$ cat src/rtl/rvx_uart_rx_capture.sv
// 8N1 UART receiver with a first-word-fall-through byte FIFO on a valid/ready stream.
// Optional feature macro: RVX_UART_RX_PARITY_EN (8E1 frames with parity_error reporting).
module rvx_uart_rx_capture #(
  parameter int unsigned CLOCK_FREQUENCY = 50000000,
  parameter int unsigned BAUD_RATE       = 115200,
  parameter int unsigned FIFO_DEPTH      = 16
) (
  input  logic                               clock,
  input  logic                               reset,
  input  logic                               uart_rx,
  output logic [7:0]                         rx_data,
  output logic                               rx_valid,
  input  logic                               rx_ready,
  output logic [$clog2(FIFO_DEPTH+1)-1:0]    fifo_level,
  output logic                               frame_error,
  output logic                               parity_error,
  output logic                               overrun
);

  localparam int unsigned CPB   = CLOCK_FREQUENCY / BAUD_RATE;
  localparam int unsigned HALF  = CPB / 2;
  localparam int unsigned CNT_W = (CPB > 1) ? $clog2(CPB) : 1;
  localparam int unsigned PTR_W = $clog2(FIFO_DEPTH);
  localparam int unsigned LVL_W = $clog2(FIFO_DEPTH + 1);

  typedef enum logic [2:0] {
    S_IDLE,
    S_START,
    S_DATA,
    S_PARITY,
    S_STOP,
    S_WAIT_IDLE
  } state_t;

  // Line synchronizer; resets to the idle level
  logic sync1, rxs;

  always_ff @(posedge clock) begin
    if (reset) begin
      sync1 <= 1'b1;
      rxs   <= 1'b1;
    end else begin
      sync1 <= uart_rx;
      rxs   <= sync1;
    end
  end

  state_t           state, state_n;
  logic [CNT_W-1:0] cnt, cnt_n;
  logic [2:0]       bit_idx, bit_n;
  logic [7:0]       shift, shift_n;
  logic             push_q, push_n;
  logic             fe_n;
`ifdef RVX_UART_RX_PARITY_EN
  logic             par_bad, par_bad_n;
  logic             pe_n;
`endif

  // Frame FSM: state register
  always_ff @(posedge clock) begin
    if (reset) begin
      state       <= S_WAIT_IDLE;
      cnt         <= '0;
      bit_idx     <= '0;
      shift       <= '0;
      push_q      <= 1'b0;
      frame_error <= 1'b0;
`ifdef RVX_UART_RX_PARITY_EN
      par_bad      <= 1'b0;
      parity_error <= 1'b0;
`endif
    end else begin
      state       <= state_n;
      cnt         <= cnt_n;
      bit_idx     <= bit_n;
      shift       <= shift_n;
      push_q      <= push_n;
      frame_error <= fe_n;
`ifdef RVX_UART_RX_PARITY_EN
      par_bad      <= par_bad_n;
      parity_error <= pe_n;
`endif
    end
  end

`ifndef RVX_UART_RX_PARITY_EN
  assign parity_error = 1'b0;
`endif

  // Frame FSM: next state; all samples taken at mid-bit
  always_comb begin
    state_n = state;
    cnt_n   = cnt + CNT_W'(1);
    bit_n   = bit_idx;
    shift_n = shift;
    push_n  = 1'b0;
    fe_n    = 1'b0;
`ifdef RVX_UART_RX_PARITY_EN
    par_bad_n = par_bad;
    pe_n      = 1'b0;
`endif
    case (state)
      S_IDLE: begin
        cnt_n = '0;
        if (!rxs) state_n = S_START;
      end
      S_START: begin
        if (cnt == CNT_W'(HALF - 1)) begin
          cnt_n   = '0;
          bit_n   = '0;
          state_n = rxs ? S_IDLE : S_DATA;
        end
      end
      S_DATA: begin
        if (cnt == CNT_W'(CPB - 1)) begin
          cnt_n   = '0;
          shift_n = {rxs, shift[7:1]};
          bit_n   = bit_idx + 3'd1;
          if (bit_idx == 3'd7) begin
`ifdef RVX_UART_RX_PARITY_EN
            state_n = S_PARITY;
`else
            state_n = S_STOP;
`endif
          end
        end
      end
`ifdef RVX_UART_RX_PARITY_EN
      S_PARITY: begin
        if (cnt == CNT_W'(CPB - 1)) begin
          cnt_n     = '0;
          par_bad_n = (^shift) ^ rxs;
          state_n   = S_STOP;
        end
      end
`endif
      S_STOP: begin
        if (cnt == CNT_W'(CPB - 1)) begin
          cnt_n = '0;
          if (!rxs) begin
            fe_n    = 1'b1;
            state_n = S_WAIT_IDLE;
          end else begin
`ifdef RVX_UART_RX_PARITY_EN
            pe_n   = par_bad;
            push_n = ~par_bad;
`else
            push_n = 1'b1;
`endif
            state_n = S_IDLE;
          end
        end
      end
      S_WAIT_IDLE: begin
        cnt_n = '0;
        if (rxs) state_n = S_IDLE;
      end
      default: begin
        cnt_n   = '0;
        state_n = S_IDLE;
      end
    endcase
  end

  logic [7:0]       mem [FIFO_DEPTH];
  logic [PTR_W-1:0] rd_ptr, wr_ptr, rd_ptr_n, wr_ptr_n;
  logic [LVL_W-1:0] level_n;
  logic [7:0]       head_n;
  logic             pop_c, full_c, wr_en_c, ovf_c;

  // FIFO control; head byte is precomputed so rx_data stays registered
  always_comb begin
    pop_c    = rx_valid & rx_ready;
    full_c   = (fifo_level == LVL_W'(FIFO_DEPTH));
    wr_en_c  = push_q & (~full_c | pop_c);
    ovf_c    = push_q & full_c & ~pop_c;
    rd_ptr_n = pop_c   ? rd_ptr + PTR_W'(1) : rd_ptr;
    wr_ptr_n = wr_en_c ? wr_ptr + PTR_W'(1) : wr_ptr;
    level_n  = fifo_level;
    if (wr_en_c && !pop_c)      level_n = fifo_level + LVL_W'(1);
    else if (!wr_en_c && pop_c) level_n = fifo_level - LVL_W'(1);
    if (level_n == '0)                         head_n = 8'h00;
    else if (wr_en_c && (rd_ptr_n == wr_ptr))  head_n = shift;
    else                                       head_n = mem[rd_ptr_n];
  end

  always_ff @(posedge clock) begin
    if (wr_en_c) mem[wr_ptr] <= shift;
  end

  always_ff @(posedge clock) begin
    if (reset) begin
      rd_ptr     <= '0;
      wr_ptr     <= '0;
      fifo_level <= '0;
      rx_valid   <= 1'b0;
      rx_data    <= 8'h00;
      overrun    <= 1'b0;
    end else begin
      rd_ptr     <= rd_ptr_n;
      wr_ptr     <= wr_ptr_n;
      fifo_level <= level_n;
      rx_valid   <= (level_n != '0);
      rx_data    <= head_n;
      overrun    <= ovf_c;
    end
  end

endmodule

$ cat config.mk
export PLATFORM = sky130hd
export DESIGN_NAME = rvx_uart_rx_capture
export DESIGN_NICKNAME = d
export VERILOG_FILES = /design/src/rtl/rvx_uart_rx_capture.sv
export SDC_FILE = /design/constraint.sdc
export NUM_CORES = 1
export LEC_CHECK = 0
export CORE_AREA = 2 2 158 160
export DETAILED_ROUTE_END_ITERATION = 6
export DIE_AREA = 0 0 160 162
export GPL_TIMING_DRIVEN = 0
export MAX_ROUTING_LAYER = met4
export PLACE_DENSITY = 0.53
export SLEW_MARGIN = 10
export SYNTH_ARGS = -nofsm -noshare
export SYNTH_HDL_FRONTEND = slang
export SYNTH_SLANG_ARGS = --single-unit
$ cat constraint.sdc
create_clock -name clock -period 3.59 [get_ports clock]
set_clock_uncertainty 0.05 [all_clocks]
set_input_delay 0.5385 -clock clock [delete_from_list [all_inputs] [get_ports clock]]
set_output_delay 0.5385 -clock clock [all_outputs]
set_load 0.02 [all_outputs]
Yosys cells after proc, flatten, opt, wreduce, memory -nomap -nowiden --
Memory sizes are Yosys's and may differ from the RTL's. A register that Yosys moved wholly into a read port is not among the register bits. Index checks and enable logic that the tools add are counted.
Storage, ports and cells: flip-flop bits (word level) 42, bits in latches 0, memory bits (writable) 128, memory bits (read-only) 0, logic and storage cells 79, memories kept 1
Memory list:
- mem | words 16, bits a word 8, rd ports 1, clocked after Yosys merged registers in 1, wr ports 1, line 165 | logic [7:0] mem [FIFO_DEPTH];
Operators by class: add/subtract/negate cells 6, $mul 0, divide/modulo/power cells 0, order comparisons 0, equality and inequality tests 14, shift operators 0, mux-type cells 22, bitwise gates (word level) 9, reduce and logical (&&, ||, !) cells 14
Operators by type and width (number):
- $mux W3 | 9
- $mux W9 | 2
- $pmux W9 S2 | 1
- $pmux W3 S5 | 1
- $ne A2 B2 Y1 const B | 6
- $mux W5 | 2
- $add A9 B1 Y9 const B | 1
- $eq A3 B3 Y1 const B | 3
- $eq A9 B8 Y1 const B | 1
- $eq A9 B9 Y1 const B | 1
- $add A4 B1 Y4 const B | 2
- $pmux W3 S2 | 1
- $reduce_and A6 Y1 | 1
- $add A5 B1 Y5 const B | 1
- $eq A5 B5 Y1 const B | 1
- $logic_not A5 Y1 | 1
- $reduce_bool A5 Y1 | 1
- $sub A5 B1 Y5 const B | 1
- $and A1 B1 Y1 | 4
- $mux W1 | 4
- $mux W4 | 1
- $not A1 Y1 | 4
- $reduce_or A2 Y1 | 2
- $add A3 B1 Y3 const B | 1
- 11 further kinds | 13

Logic depth before layout (Yosys ltp) --
depth after elaboration 10, depth in mapped cells 9, mapped depth without buffers 8

Worst setup path before layout --
OpenSTA, ideal clock, no wires.
kind input to register, start point input port rx_ready, end point memory mem[3][0], enable pin, setup time 383 ps, data arrival time 2209 ps, data required time 3157 ps, path slack 948 ps, stages on the path 8, buffers on the path 3, cells stage by stage and2_1 > buf_2 > buf_2 > buf_2 > nor2_1 > nor2_2 > nand2_1 > nor3_1
Between the ends: longest elaborated chain between the ends 5
Ends and longest elaborated chain:
- start: declaration | line 13 | input logic rx_ready,
- $and A1 B1 Y1 | line 173 | pop_c = rx_valid & rx_ready;
- $or A1 B1 Y1 | line 175 | wr_en_c = push_q & (~full_c | pop_c);
- $and A1 B1 Y1 | line 175
- $mux W1 | line 188 | if (wr_en_c) mem[wr_ptr] <= shift;
- $mux W1 (not written as such) | line 188
- end: declaration | line 165
Every way passes these cells.

Worst setup path in the final report --
start point input port rx_ready, end point memory mem[5][2], enable pin
The elaborated chain is that of the path after synthesis.

==> flow_metrics.py <==
metrics = {
    "die": {
        "die_w_um": 160,
        "chipHeight_um": 162,
        "start_util": 0.348,
        "core_mm2": 0.0241,
        "rows": 57,
        "dieArea_mm2": 0.0259,
        "pin_count": 21,
    },
    "global_route": {
        "top_usage_layer": "met2",
        "gr-usage-met1": 0.261,
        "grt_use_met3": 0.0421,
        "antenna_found_initial": 0,
        "grt_util_met2": 0.299,
        "grt_max_degree": 20,
        "grt_pass1_wl_um": 36900,
        "overflow": 0,
        "grt_pass1_vias": 5990,
        "grt_use_total": 0.198,
    },
    "synthesis": {
        "ys_seq_area_frac": 0.578,
        "ys_ff_latch": 178,
        "syn_area_per_cell_um2": 10.8,
        "synth_nets": 792,
        "ys_types": 61,
        "synthCells": 776,
        "synth_edf_count": 128,
        "synth_ff_type": "edfxtp_1",
        "yosysWarnings": 0,
        "syn_area_mm2": 0.00838,
        "async_reset_ff_frac": 0,
    },
    "setup_path": {
        "r2r_cells": 8,
        "arrival_ps": 3550,
        "criticalPathCategory": "input pin to flop",
        "critPathCaptureType": "flop",
        "crit-reg2reg-launch": "rx_valid$_SDFF_PP0_",
        "r2r_setup_slack_ps": 300,
        "required_ps": 3590,
        "cp-startpoint": "rx_ready",
        "crit_fanout": 10,
        "r2r-end": "mem[5][2]$_DFFE_PP_",
        "cp-start-kind": "input pin",
    },
    "sta": {
        "fin_crit_ps": 3550,
        "worstMarginPinSlew_ps": 1030,
        "max_freq_ghz": 0.282,
        "hold_violations": 0,
        "drv_slew": 0,
        "rsz0062_at_grt": "yes",
        "fin_crit_sh": 0.988,
        "max_slew_margin": 0.311,
        "setup_tns_ps": 0,
        "setup_viol": 0,
    },
    "placed_design": {
        "place_congestion": 0.854,
        "dp_hpwl_um": 16500,
        "io_buffers": 19,
        "detailed_place.area_mm2": 0.00901,
    },
    "cts": {
        "clkTransAtPathRegs_ps": 70,
        "numCtsBuffers": 17,
        "cts_buffer_depth": 2,
        "tritoncts": "yes",
        "cts_setup_buffers": 0,
        "insertion_delay_ps": 440,
        "cts_num_sinks": 178,
        "h-tree-depth": 4,
        "clockRootBuffer": "clkbuf_16",
    },
    "min_path": {
        "holdPathEnd": "rxs$_SDFF_PP1_",
        "holdPathStages": 1,
        "hold_class": "flop to flop",
        "hold_start": "sync1$_SDFF_PP1_",
    },
    "route": {
        "viasPerCell": 5.49,
        "firstDrtPassIters": 5,
        "ant_nets": 0,
        "drc_errors": 0,
        "detail_route.wl_per_cell_um": 21.3,
        "drt_iter0_markers": 538,
        "wl_um": 24500,
        "dr_total_vias": 6335,
    },
    "layout": {
        "drive_gt1_frac": 0.104,
        "syn_to_final_growth_pct": 15.1,
        "num-nets-final": 832,
        "design_area_mm2": 0.00964,
        "most-common-layout-cells": "edfxtp_1 (128), nor2_1 (84), a21oi_1 (55)",
        "diodes": 0,
        "mostFrequentLayoutCell": "edfxtp_1",
        "fillers": 2341,
    },
    "pwr": {
        "peakVddDrop_mv": 0.400,
        "powerDensity_mw_per_mm2": 596,
        "p_leak_nw": 3.19,
    },
    "status": {
        "status": "completed",
    },
    "flow_run": {
        "cap_violations": 0,
    },
}
area by class of cell:
class	instances	area, um2	share of cell area
clock inverter	15	178	0.0184
timing repair buffer	21	205	0.0213
buffer	57	253	0.0262
clock buffer	17	425	0.0441
sequential	178	4840	0.502
inverter	30	113	0.0117
multi-input combinational	511	3220	0.334
tap	324	405	0.0420
worst max-delay path by stage:
stage	endpoint	cells past startpoint
floorplan	mem[3][0]$_DFFE_PP_	8
global placement	mem[1][0]$_DFFE_PP_	9
detailed placement	mem[4][6]$_DFFE_PP_	9
CTS	mem[12][4]$_DFFE_PP_	9
global route	mem[13][5]$_DFFE_PP_	9
finish	mem[5][2]$_DFFE_PP_	9
routing by layer:
layer  share of wire  vias to the layer above
met1            0.45                     3098
li1                -                     2974
met5               0                        -
met4           0.027                        0
met3           0.062                       49
met2            0.46                      214
cell usage after synthesis, types with 2 or more instances:
cell         n  area [um2]
dfxtp_1     50        1000
or2_2        5        31.3
o2111ai_1   22         193
a311oi_1     3        26.3
mux4_2       4        90.1
nand2_1     27         101
nand3_1     18        90.1
a2111oi_0    2        17.5
buf_4        5        37.5
xor2_1       9        78.8
o211ai_1     6        45.0
a32oi_1      3        26.3
o31ai_1     21         158
a221oi_1     4        35.0
o22ai_1      5        31.3
a21oi_1     55         275
a31oi_1      4        25.0
clkbuf_1    31         116
nand3b_1     7        52.6
nor3_1      55         275
a211oi_1    18         135
and2_1       5        31.3
buf_2       16        80.1
buf_1        5        18.8
xnor2_1     10        87.6
and3_1       5        31.3
o32ai_1      5        43.8
or3_1        3        18.8
o21ai_0     29         145
ha_1        12         150
nor2_1      93         349
a21bo_2      3        30.0
a22oi_1      3        22.5
mux2i_1      9        90.1
edfxtp_1   128        3840
nor4_1       3        18.8
or4_1        3        22.5
inv_1       30         113
nand2b_1     8        50.1
o311ai_0     2        17.5
nor2b_1     30         188
worst max-delay path: stages:
cell and delay [ps]:
clkdlybuf4s50_1 570, and2_1 150, buf_2 170, buf_2 260, buf_2 360, nor2_1 110, nor2_2 360, nand2_1 210
nor2_1 820
registers in the layout, summed over array words and instances (netlist names):
name	flops
mem	128
cnt	9
rx_data	8
shift	8
fifo_level	5
rd_ptr	4
wr_ptr	4
bit_idx	3
state	3
frame_error	1
overrun	1
push_q	1
rx_valid	1
rxs	1
sync1	1
stage by stage:
stage,instances,setup slack (ps),power (W),hold slack [ps],utilization
after detailed placement,1121,-560,0.00384,353,0.374
final,1153,44.8,0.00575,360,0.400
after CTS,1153,36.6,0.00576,363,0.399
after global routing,1153,-106,0.00597,391,0.400
after global placement,1119,-823,0.00384,349,0.372
after floorplan,776,948,0.00327,339,-
kinds of logic after synthesis:
logic type | count (synthesis) | synth area share
compound gates | 192 | 0.154
xor+xnor | 20 | 0.0225
mux | 14 | 0.0228
flops | 178 | 0.578
fa+ha+maj | 12 | 0.0179
simple gates | 272 | 0.161
other cells | 1 | 0.000447
buf+inv | 87 | 0.0436
power breakdown:
| group | total, W | leakage (nW) | internal, W | switching [W] |
|---|---|---|---|---|
| logic | 0.00151 | 1.30 | 0.000504 | 0.00101 |
| registers | 0.00230 | 1.59 | 0.00224 | 0.0000612 |
| clock network | 0.00193 | 0.298 | 0.00110 | 0.000829 |
timing repair:
| action | CTS | global route |
|---|---|---|
| setup endpoints to repair | 8 | 72 |
| hold buffers | 0 | 0 |
| gates resized for setup | 1 | 9 |
| gates cloned | 0 | 0 |
Note: power is estimated with default switching activity, not from simulation.
